$ cat src/rtl/snake_body_controller.sv
// Snake position keeper: proposes the next head, waits for the collision verdict, then commits a move/grow/death.
// Optional build macro REVERSE_BLOCK_EN: a step whose direction directly reverses the stored heading keeps the old heading.
module snake_body_controller #(
  parameter int MAX_LENGTH = 140,
  parameter int COORD_W    = 4,
  parameter int INIT_X     = 4,
  parameter int INIT_Y     = 5
) (
  input  logic                          clk,
  input  logic                          nrst,
  input  logic                          step,
  input  logic [1:0]                    direction,
  input  logic                          ready,
  input  logic                          goodCollision,
  input  logic                          badCollision,
  output logic                          check_req,
  output logic [COORD_W-1:0]            snakeHeadX,
  output logic [COORD_W-1:0]            snakeHeadY,
  output logic [MAX_LENGTH*COORD_W-1:0] snakeArrayX,
  output logic [MAX_LENGTH*COORD_W-1:0] snakeArrayY,
  output logic [COORD_W-1:0]            snakeTailX,
  output logic [COORD_W-1:0]            snakeTailY,
  output logic [7:0]                    length,
  output logic                          grew,
  output logic                          game_over,
  output logic [2:0]                    o_dbg_state
);

  typedef enum logic [2:0] {S_IDLE, S_PROPOSE, S_WAIT, S_COMMIT, S_DEAD} state_t;

  localparam logic [1:0] DIR_UP    = 2'b00;
  localparam logic [1:0] DIR_DOWN  = 2'b01;
  localparam logic [1:0] DIR_LEFT  = 2'b10;
  localparam logic [1:0] DIR_RIGHT = 2'b11;
  localparam logic [7:0] MAX_LEN8  = 8'(MAX_LENGTH);

  state_t               r_state;
  logic [1:0]           r_heading;
  logic                 r_grow;
  logic [COORD_W-1:0]   r_prev_x, r_prev_y;
  logic [COORD_W-1:0]   r_bx [MAX_LENGTH];
  logic [COORD_W-1:0]   r_by [MAX_LENGTH];

  logic [1:0]           w_dir_sel;
  logic [COORD_W-1:0]   w_next_x, w_next_y;
  logic [7:0]           w_new_len, w_tail_idx;
  logic [COORD_W-1:0]   w_sx [MAX_LENGTH];
  logic [COORD_W-1:0]   w_sy [MAX_LENGTH];

`ifdef REVERSE_BLOCK_EN
  // Opposite directions differ only in bit 0 (UP/DOWN, LEFT/RIGHT).
  assign w_dir_sel = ((direction ^ r_heading) == 2'b01) ? r_heading : direction;
`else
  assign w_dir_sel = direction;
`endif

  always_comb begin
    w_next_x = snakeHeadX;
    w_next_y = snakeHeadY;
    case (r_heading)
      DIR_UP:   w_next_y = snakeHeadY - COORD_W'(1);
      DIR_DOWN: w_next_y = snakeHeadY + COORD_W'(1);
      DIR_LEFT: w_next_x = snakeHeadX - COORD_W'(1);
      default:  w_next_x = snakeHeadX + COORD_W'(1);
    endcase
  end

  // A grow at full length saturates and behaves like a plain move.
  assign w_new_len  = (r_grow && (length < MAX_LEN8)) ? length + 8'd1 : length;
  assign w_tail_idx = w_new_len - 8'd2;

  always_comb begin
    w_sx[0] = r_prev_x;
    w_sy[0] = r_prev_y;
    for (int i = 1; i < MAX_LENGTH; i++) begin
      w_sx[i] = r_bx[i-1];
      w_sy[i] = r_by[i-1];
    end
    for (int i = 0; i < MAX_LENGTH; i++) begin
      if (i >= int'(w_new_len) - 1) begin
        w_sx[i] = '0;
        w_sy[i] = '0;
      end
    end
  end

  // Entry i of the body occupies bits [i*COORD_W +: COORD_W].
  for (genvar g = 0; g < MAX_LENGTH; g++) begin : g_pack
    assign snakeArrayX[g*COORD_W +: COORD_W] = r_bx[g];
    assign snakeArrayY[g*COORD_W +: COORD_W] = r_by[g];
  end

  assign o_dbg_state = r_state;

  always_ff @(posedge clk or posedge nrst) begin
    if (nrst) begin
      r_state    <= S_IDLE;
      r_heading  <= DIR_RIGHT;
      r_grow     <= 1'b0;
      r_prev_x   <= COORD_W'(INIT_X);
      r_prev_y   <= COORD_W'(INIT_Y);
      snakeHeadX <= COORD_W'(INIT_X);
      snakeHeadY <= COORD_W'(INIT_Y);
      snakeTailX <= COORD_W'(INIT_X - 2);
      snakeTailY <= COORD_W'(INIT_Y);
      length     <= 8'd3;
      check_req  <= 1'b0;
      grew       <= 1'b0;
      game_over  <= 1'b0;
      for (int i = 0; i < MAX_LENGTH; i++) begin
        r_bx[i] <= '0;
        r_by[i] <= '0;
      end
      r_bx[0] <= COORD_W'(INIT_X - 1);
      r_by[0] <= COORD_W'(INIT_Y);
      r_bx[1] <= COORD_W'(INIT_X - 2);
      r_by[1] <= COORD_W'(INIT_Y);
    end else begin
      grew <= 1'b0;
      case (r_state)
        S_IDLE: begin
          if (step) begin
            r_heading <= w_dir_sel;
            check_req <= 1'b1;
            r_state   <= S_PROPOSE;
          end
        end
        S_PROPOSE: begin
          r_prev_x   <= snakeHeadX;
          r_prev_y   <= snakeHeadY;
          snakeHeadX <= w_next_x;
          snakeHeadY <= w_next_y;
          r_state    <= S_WAIT;
        end
        S_WAIT: begin
          if (ready) begin
            check_req <= 1'b0;
            if (badCollision) begin
              game_over  <= 1'b1;
              snakeHeadX <= r_prev_x;
              snakeHeadY <= r_prev_y;
              r_state    <= S_DEAD;
            end else begin
              r_grow  <= goodCollision;
              r_state <= S_COMMIT;
            end
          end
        end
        S_COMMIT: begin
          for (int i = 0; i < MAX_LENGTH; i++) begin
            r_bx[i] <= w_sx[i];
            r_by[i] <= w_sy[i];
          end
          length     <= w_new_len;
          snakeTailX <= w_sx[w_tail_idx];
          snakeTailY <= w_sy[w_tail_idx];
          grew       <= r_grow;
          r_state    <= S_IDLE;
        end
        S_DEAD: begin
          check_req <= 1'b0;
        end
        default: r_state <= S_IDLE;
      endcase
    end
  end

endmodule

$ cat config.mk
export PLATFORM = sky130hd
export DESIGN_NAME = snake_body_controller
export DESIGN_NICKNAME = d
export VERILOG_FILES = /design/src/rtl/snake_body_controller.sv
export SDC_FILE = /design/constraint.sdc
export NUM_CORES = 2
export LEC_CHECK = 0
export BUFFER_PORTS_ARGS = -buffer_cell sky130_fd_sc_hd__buf_2
export CAP_MARGIN = 40
export CORE_AREA = 2 2 456 458
export DETAILED_ROUTE_END_ITERATION = 7
export DIE_AREA = 0 0 458 460
export HOLD_SLACK_MARGIN = 0.15
export PLACE_DENSITY_LB_ADDON = 0.15
export REMOVE_ABC_BUFFERS = 1
export SLEW_MARGIN = 30
export SYNTH_ARGS = -nofsm -noshare
export SYNTH_HDL_FRONTEND = slang
export SYNTH_SLANG_ARGS = --single-unit
export TNS_END_PERCENT = 5
$ cat constraint.sdc
create_clock -name clk -period 50 [get_ports clk]
set_input_delay 15 -clock clk [delete_from_list [all_inputs] [get_ports clk]]
set_output_delay 15 -clock clk [all_outputs]
set_load 0.03 [all_outputs]
==> flow_summary.ini <==
[layout]
drive_above_1_share_pct = 30.0
multi_input_area_um2 = 23900
fillers = 21100
syn_to_final_growth_pct = 29.5
finalNetCount = 6225
instances_no_fill = 9037
seq_area_um2 = 29100
stdcell_area_um2 = 70000

[floorplan]
start_util_pct = 26.2
rows = 167
die_width_um = 458
die_y_um = 460
core_um2 = 206000
io_pins = 1158
dieArea_um2 = 211000

[sta]
final.min_clock_period_ns = 17.82
max-slew-margin-rel_pct = 34.4
post-route-period-util_pct = 35.6
tns_ns = 0
setup_viol = 0
hold_viol_final = 0
fin_worst_hold_slack_ns = 0.477
finClkSkew_ns = 0.0323
fin_ws_ns = 32.18
slew_viol_final = 0
fmaxAchievable_mhz = 56.1
rsz0062_at_grt = false
tightest_slew_ns = 0.976

[logic_synthesis]
synth.avg_cell_area_um2 = 11.0
synthesis.area_um2 = 54000
synth-edff-count = 0
syn_inst = 4892
ys_ff_latch = 1161
async_flop_share_pct = 100
yosysWarnings = 0
ys_seq_area_share_pct = 53.8
synthFlopType = dfrtp_1
yosysUniqueCellTypes = 114

[worst_setup_path]
critPathCaptureType = async pin
critPathArrivalTime_ns = 18.68
r2r-start = length[3]
r2r_setup_slack_ns = 42.16
critical_path.endpoint = snakeArrayY[450]
crit_start = nrst
worst_ep_required_time_ns = 50.85
critPathMaxFanout = 149
reg2reg_depth = 17
startpoint_type = input pin
path_class = in2async
r2r-end = snakeTailY[0]

[pwr]
irDropWorstVdd_v = 0.0000614
clkPwrFrac_pct = 23.5
comb_power_share_pct = 54.9
p_seq_share_pct = 21.6
p_leak_nw = 34.3
powerDensity_nw_per_um2 = 66.3
p_int_w = 0.00229
power_switching_w = 0.00235
sw_frac_of_total_pct = 50.7

[placement]
place_area_um2 = 64900
place.gp.congestion = 0.988
hpwlAfterDp_um = 274000
pre_cts_slack_ns = 31.20
portBuffers = 1157
post-place-cells = 8746

[global_routing]
grt.total_usage_pct = 32.6
grt_pass1_wl_um = 478000
antenna_found_initial = 14
grt-ovfl-total = 0
grt_max_degree = 196
grt_pass1_vias = 52400

[clocking]
holdBufCountCts = 0
cts_htree_levels = 4
clk_pin_slew_ns = 0.06
cts_buffers = 145
clock_path_buffers = 3
cts_resized = 0
cts_tree = done
clock_sinks = 1161
postCtsSetupBuffers = 0
clkLatencyLatePin_ns = 0.83
cts_root_buf = clkbuf_16

[routing]
met1_length_um = 144000
highest_layer = met4
viasPerCell = 6.06
wl_met2_um = 161000
vias = 54800
firstDrtPassIters = 6
dr_wl_met3_um = 32900
routedWlPerCell_um = 39.4
finalWirelength_um = 356000
drt-initial-drc-count = 6824
drcViolationCount = 0
antenna_left = 0

[status]
status = complete, no violations

[job]
maxCapViolCount = 0

[hold_path]
hold_class = reg2reg
registers in the layout (all words and copies together) (netlist names), 2 cells and up:
| signal | cells |
|---|---|
| length | 8 |
| o_dbg_state | 3 |
| r_heading | 2 |
| r_prev_x | 4 |
| r_prev_y | 4 |
| snakeArrayX | 560 |
| snakeArrayY | 560 |
| snakeHeadX | 4 |
| snakeHeadY | 4 |
| snakeTailX | 4 |
| snakeTailY | 4 |
routing by layer:
metal / GRT usage [%] / up-vias
met2: 50.8 / 3034
li1: - / 22400
met1: 42.0 / 28900
met3: 9.11 / 512
met5: 0 / -
met4: 14.3 / 0
cell families after synthesis:
| group | count (synthesis) | synth area share, % |
|---|---|---|
| adder cells (fa/ha/maj) | 11 | 0.273 |
| AO/OA/AOI/OAI | 2286 | 34.1 |
| XOR/XNOR | 16 | 0.259 |
| AND/OR/NAND/NOR | 1038 | 8.50 |
| buffers and inverters | 359 | 2.64 |
| multiplexers | 21 | 0.438 |
| flip-flops | 1161 | 53.8 |
metrics by stage:
| stage | util [%] | power (W) |
|---|---|---|
| floorplan | - | 0.00215 |
| finish | 34.0 | 0.00464 |
| detailed placement | 31.5 | 0.00349 |
| global route | 34.0 | 0.00475 |
| global placement | 31.1 | 0.00343 |
| CTS | 33.8 | 0.00459 |
cell usage after synthesis (6+ instances only):
library cell,number,area (um^2)
dfrtp_1,1141,28600
a22o_1,937,8210
nand2_1,548,2060
clkbuf_1,254,953
o21ai_0,232,1160
a221oi_1,231,2020
a21oi_1,226,1130
a221o_1,192,1920
nor2_1,160,601
nand3_1,107,536
nor3_1,83,415
a211oi_1,54,405
buf_2,50,250
a31oi_1,46,288
a22oi_1,42,315
inv_1,29,109
o211ai_1,29,218
and3_1,26,163
and2_1,21,131
o31ai_1,21,158
a2111oi_0,20,175
buf_1,20,75.1
dfstp_2,20,526
o32ai_1,19,166
a32oi_1,18,158
a21o_1,17,128
o21ai_1,17,85.1
o22ai_1,17,106
nor4_1,16,100
a311oi_1,15,131
mux2_2,15,169
or3_1,15,93.8
xnor2_1,13,114
nand4_1,12,75.1
o21a_1,11,82.6
o311ai_0,10,87.6
a221oi_2,7,105
a31o_2,7,61.3
ha_1,7,87.6
nor2b_1,7,43.8
o221ai_1,7,61.3
a211oi_2,6,75.1
nand2b_1,6,37.5
nor3_2,6,60.1
power by group through the flow:
| stage | clock network, W | logic, W | registers, W |
|---|---|---|---|
| 2_1_floorplan | 0 | 0.00112 | 0.00104 |
| 4_1_cts | 0.00110 | 0.00249 | 0.000999 |
| 3_5_place_dp | 0 | 0.00248 | 0.00102 |
| 6_report | 0.00109 | 0.00255 | 0.00100 |
| 3_3_place_gp | 0 | 0.00242 | 0.00102 |
| 5_1_grt | 0.00114 | 0.00260 | 0.00100 |
layout by cell type, fill, tap and decap left out, types with 28 or more instances in the layout:
cell / netlist / routed
buf_2: 50 / 1176
a31oi_1: 46 / 42
a22o_1: 937 / 937
nand3_1: 107 / 107
o211ai_1: 29 / 29
dfrtp_1: 1141 / 1141
clkbuf_1: 254 / 39
a221oi_1: 231 / 231
a22oi_1: 42 / 41
buf_4: 4 / 275
a21oi_1: 226 / 212
nor2_1: 160 / 151
a221o_1: 192 / 192
clkbuf_8: 0 / 35
o21ai_0: 232 / 230
a211oi_1: 54 / 48
inv_1: 29 / 28
clkbuf_16: 0 / 148
nor3_1: 83 / 79
nand2_1: 548 / 546
cell type report:
cell class | instances | area share [%]
clock buffers | 222 | 6.19
well taps | 2704 | 4.83
repair buffers | 1497 | 12.3
multi-input cells | 3372 | 34.1
inverters | 31 | 0.177
flip-flops and latches | 1161 | 41.6
diodes | 11 | 0.0393
clock inverters | 39 | 0.753
critical path, cell delays in order:
cell	delay [ns]
buf_2	0.14
inv_8	0.37
buf_4	0.66
buf_4	0.52
buf_12	0.26
buf_12	0.61
buf_6	0.66
worst min-delay path by stage:
stage | start | to | slack [ns] | depth (start not counted)
2_1_floorplan | r_prev_y[3] | r_prev_y[3] | 0.49 | 2
3_5_place_dp | snakeArrayY[556] | snakeArrayY[556] | 0.46 | 2
6_report | snakeArrayY[559] | snakeArrayY[559] | 0.48 | 2
4_1_cts | snakeArrayY[556] | snakeArrayY[556] | 0.48 | 2
3_3_place_gp | snakeArrayY[556] | snakeArrayY[556] | 0.46 | 2
5_1_grt | snakeArrayX[557] | snakeArrayX[557] | 0.50 | 2
No activity file was read; power rests on OpenSTA's default activity.
